## config.mk

```make
export PLATFORM = sky130hd
export DESIGN_NAME = logic_unit_seq
export DESIGN_NICKNAME = d
export VERILOG_FILES = /design/src/rtl/logic_unit_seq.sv
export SDC_FILE = /design/constraint.sdc
export NUM_CORES = 1
export LEC_CHECK = 0
export ABC_AREA = 1
export CORE_MARGIN = 2
export CORE_UTILIZATION = 45
export DETAILED_ROUTE_END_ITERATION = 10
export PLACE_DENSITY = 0.82
export SETUP_SLACK_MARGIN = 0.5
export SYNTH_ARGS = -nofsm -noshare
export SYNTH_HDL_FRONTEND = slang
export SYNTH_SLANG_ARGS = --single-unit
```

## constraint.sdc

```tcl
create_clock -name clk -period 1.3 [get_ports clk]
set_input_delay 0.26 -clock clk [delete_from_list [all_inputs] [get_ports clk]]
set_output_delay 0.26 -clock clk [all_outputs]
set_load 0.03 [all_outputs]
```

## src/rtl/logic_unit_seq.sv

```systemverilog
// ---------------------------------------------------------------------------
// logic_unit_seq
//   Sequential logic unit with valid/ready handshakes on both sides. It takes
//   one request at a time and returns one registered result. Bitwise ops and
//   rotate finish at the accept edge. Shifts move one bit per clock for
//   min(B, N) clocks.
//
// Ports
//   clk         : clock, rising edge
//   rst         : asynchronous active-high reset
//   in_valid    : request present on num1 / num2 / ALUControl
//   in_ready    : block is idle and can accept a request
//   num1        : operand A
//   num2        : operand B, also the shift amount for shift codes
//   ALUControl  : 000 OR, 001 XOR, 010 AND, 011 ROL1, 100 SRL, 101 SLL,
//                 110/111 unsupported
//   out_valid   : result and err are valid
//   out_ready   : consumer accepts the result
//   result      : registered result
//   err         : the accepted code was unsupported
// ---------------------------------------------------------------------------
module logic_unit_seq #(
  parameter int N = 8
) (
  input  logic         clk,
  input  logic         rst,
  input  logic         in_valid,
  output logic         in_ready,
  input  logic [N-1:0] num1,
  input  logic [N-1:0] num2,
  input  logic [2:0]   ALUControl,
  output logic         out_valid,
  input  logic         out_ready,
  output logic [N-1:0] result,
  output logic         err
);

  // The counter must be able to hold N itself, not just N-1.
  localparam int            CW     = $clog2(N + 1);
  localparam logic [N-1:0]  N_AS_B = N'(N);
  localparam logic [CW-1:0] N_CNT  = CW'(N);

  typedef enum logic [1:0] {
    IDLE  = 2'd0,
    SHIFT = 2'd1,
    DONE  = 2'd2
  } state_t;

  state_t        r_state;
  state_t        w_next;
  logic [N-1:0]  r_result;
  logic          r_err;
  logic [CW-1:0] r_cnt;
  logic          r_dir;       // 1: shift left, 0: shift right

  logic          w_accept;
  logic          w_is_shift;
  logic          w_unsup;
  logic [CW-1:0] w_k;
  logic [N-1:0]  w_load;

  assign w_accept   = in_valid && (r_state == IDLE);
  assign w_is_shift = (ALUControl == 3'b100) || (ALUControl == 3'b101);
  assign w_unsup    = ALUControl[2] & ALUControl[1];

  // Clamp over the full B width. This stops a large B from aliasing to a
  // small count once it is narrowed to CW bits.
  assign w_k = (num2 >= N_AS_B) ? N_CNT : num2[CW-1:0];

  // Value loaded into result at the accept edge. Shift codes start from A
  // and then shift in place.
  always_comb begin
    // NOTE: every variable written in always_comb gets a default first, so
    // no path can leave it unassigned and infer a latch.
    w_load = '0;
    unique case (ALUControl)
      3'b000:  w_load = num1 | num2;
      3'b001:  w_load = num1 ^ num2;
      3'b010:  w_load = num1 & num2;
      3'b011:  w_load = {num1[N-2:0], num1[N-1]};
      3'b100,
      3'b101:  w_load = num1;
      default: w_load = '0;
    endcase
  end

  // Next-state logic.
  always_comb begin
    w_next = r_state;
    unique case (r_state)
      IDLE: begin
        if (w_accept) begin
          w_next = (w_is_shift && (w_k != '0)) ? SHIFT : DONE;
        end
      end
      SHIFT: begin
        // The count is never 0 in SHIFT. The edge that takes it from 1
        // finishes the op.
        if (r_cnt == CW'(1)) begin
          w_next = DONE;
        end
      end
      DONE: begin
        if (out_ready) begin
          w_next = IDLE;
        end
      end
      default: w_next = IDLE;
    endcase
  end

  // State register.
  always_ff @(posedge clk or posedge rst) begin
    // NOTE: sequential state uses non-blocking assignments, so every
    // register samples pre-edge values regardless of statement order.
    if (rst) begin
      r_state <= IDLE;
    end else begin
      r_state <= w_next;
    end
  end

  // Datapath. Result and err only change at accept or during SHIFT, so they
  // hold through DONE and stay unchanged in IDLE until the next accept.
  always_ff @(posedge clk or posedge rst) begin
    if (rst) begin
      r_result <= '0;
      r_err    <= 1'b0;
      r_cnt    <= '0;
      r_dir    <= 1'b0;
    end else begin
      unique case (r_state)
        IDLE: begin
          if (w_accept) begin
            r_result <= w_load;
            r_err    <= w_unsup;
            r_cnt    <= w_is_shift ? w_k : '0;
            r_dir    <= ALUControl[0];
          end
        end
        SHIFT: begin
          r_result <= r_dir ? {r_result[N-2:0], 1'b0}
                            : {1'b0, r_result[N-1:1]};
          r_cnt    <= r_cnt - CW'(1);
        end
        default: ;
      endcase
    end
  end

  assign in_ready  = (r_state == IDLE);
  assign out_valid = (r_state == DONE);
  assign result    = r_result;
  assign err       = r_err;

endmodule

```

==> flow_summary.toml <==
[status]
status = "finished, violations left"
violations = "setup timing"

[drt]
drc = 0
dr.pass1.iters = 4
post_drt_wl_per_cell_um = 13.6
viasPerCell = 5.35
wl_um = 4790
dr_total_vias = 1882
drtAntennaViolNets = 0
drtIter0Drc = 115

[setup_path]
arrival_ps = 1110
reg2reg_to = "result[4]"
crit_type = "reg2out"
crit_buf_inv = 2
r2r_cells = 6
worst_setup_path_end_kind = "primary output"
reg2reg_setup_slack_ps = -40
path_cells = "nor2_4, buf_6, buf_6"
worst_setup_path_start_kind = "flop"
cpMostUsedCell = "buf_6"
worstPathRequired_ps = 1040
path_max_fanout = 2
cpPeakStageDelay_ps = 430
cp_slowest_cell = "dfrtp_1"
cp_top_family = "flip-flops"
r2r_start = "r_state[0]"

[yosys]
synth.most_common_cell = "nand2_1"
netlist_area_sq_um = 1640
yosysWarnings = 0
synthCells = 229
synth_nets = 270
synth-seq-cells = 16
synth_edf_count = 0
synth_cell_types = 29
synth.largest_area_cell = "dfrtp_1"
synth_common_cells = "nand2_1 (40), inv_1 (34), nand3_1 (22)"
synthTopCellsByArea = "dfrtp_1 (24%), ha_1 (14%), nand2_1 (9.1%)"
synth-async-reset-ratio_pct = 100
synth_top_area_share_pct = 24.4
ys.flop_type = "dfrtp_1"
avgSynthCellArea_sq_um = 7.17
yosysSeqAreaShare_pct = 24.4

[min_path]
min_path_type = "in2async"

[layout]
multi_input_area_sq_um = 1140
diodes = 0
drive_above_1_share_pct = 34.0
regArea_sq_um = 403
syn_to_final_growth_pct = 51.1
layout.nets = 348
fin_area_sq_um = 2480
fillers = 264

[clocking]
cts_num_sinks = 16
cts_buffers = 3
hold_buffers = 0
cts_buffer_depth = 2
clk_pin_slew_ps = 100
tritoncts = "done"
cts-root-buf = "clkbuf_4"
worst_skew_pair.late_latency_ps = 300
htree_levels = 1

[timing]
hold_violations = 0
fin_skew_ps = 5.61
maxSlewViolCount = 0
finalCritPeriodShare_pct = 105
slew_headroom_pct = 79.1
fmax_mhz = 732
setup_violations = 9
setup_ws_ps = -66.7
rsz0062_at_grt = "true"
timing.final.crit_period_ps = 1370
worst_pin_slew_ps = 311

[die]
ioPinCount = 34
die_y_um = 64.4
start_util_pct = 48.1
fp.dieW_um = 64.4
core_sq_um = 3420
rows = 21
dieArea_sq_um = 4150

[power_and_ir_drop]
ir_drop_mv = 0.637
power_leakage_nw = 1.28
powerDensity_nw_per_um2 = 1880

[placed_design]
dpl.hpwl_um = 3290
finalWeightedCongestion = 0.880
pre_cts_ws_ps = -408
postPlaceCellArea_sq_um = 2210
portBuffers = 33

[global_route]
grt_pass1_vias = 1710
grt_use_total_pct = 23.3
grt_antenna_before_repair = 0
grt_pass1_wl_um = 7600
grt_overflow = 0
grt_max_degree = 26

[run]
drv_cap = 0
-- routing by layer --
metal	GRT usage, %	part of all wire (%)
met3	2.11	4.1
met1	28.5	42
met5	0	0
met2	40.9	51
met4	11.2	2.6
-- how the worst max path moves through the flow --
stage                   from   endpoint  slack [ps]  cells past startpoint
2_1_floorplan     r_state[0]  result[6]         -30                      7
3_3_place_gp   ALUControl[2]  result[3]        -340                      6
3_5_place_dp         num1[3]  result[3]        -410                      7
4_1_cts           r_state[0]   in_ready         -40                      3
5_1_grt           r_state[1]  result[1]        -100                      7
6_report          r_state[1]   in_ready         -70                      3
-- power breakdown --
| group | switching, mW | internal, mW | leakage (nW) |
|---|---|---|---|
| combinational | 1.85 | 1.51 | 1.07 |
| clock | 0.177 | 0.171 | 0.0210 |
| sequential | 0.204 | 0.759 | 0.190 |
-- registers in the layout, summed over array words and instances, names as in the netlist --
signal and flops:
result 8, r_cnt 4, r_state 2, err 1, r_dir 1
-- cells in the final DEF, fill, tap and decap left out, types with 6 or more instances in the layout --
cell type,count
nand3b_1,6
buf_4,45
inv_1,31
dlygate4sd2_1,17
a21oi_2,12
nand4_1,17
dfrtp_1,14
ha_1,18
buf_6,13
nand2_1,39
nand3_1,22
-- through the flow --
stage          hold WS [ps]  util, %  total power, mW  std cells  setup TNS, ps
5_1_grt                 288     72.6             4.96        352           -910
3_3_place_gp            471     64.8             3.39        332          -4010
2_1_floorplan           174        -             2.67        229           -163
4_1_cts                 268     70.7             4.34        348          -83.3
6_report                253     72.6             4.67        352           -255
3_5_place_dp            497     64.8             3.45        332          -4470
-- cell type report --
class                           count  share of cell area [%]
Timing Repair Buffer               80                    27.5
Tap cell                           46                    2.32
Inverter                           39                    6.51
Multi-Input combinational cell    167                    45.9
Clock buffer                        4                    1.46
Sequential cell                    16                    16.2
-- cell families after synthesis --
family / Yosys count / share of synthesized area (%)
and+or+nand+nor: 110 / 35.1
buffers and inverters: 47 / 11.9
AOI/OAI and AO/OA: 37 / 14.4
adders and majority gates: 18 / 13.7
DFF: 16 / 24.4
xor gates and xnor gates: 1 / 0.534
-- worst register-to-register path, cell delays in order (launching register included) --
cell and delay, ps:
dfrtp_2 450, buf_4 170, nand2_8 120, nand2_8 90, or2_2 280, inv_1 80, a21oi_2 40
-- repair_timing --
| item | in CTS | in global routing |
|---|---|---|
| pin swaps | 32 | 6 |
| setup endpoints to repair | 27 | 27 |
| gates resized for setup | 46 | 10 |
| gates cloned | 0 | 1 |
| buffers inserted | 12 | 3 |
Power figures use the tool's default switching activity.
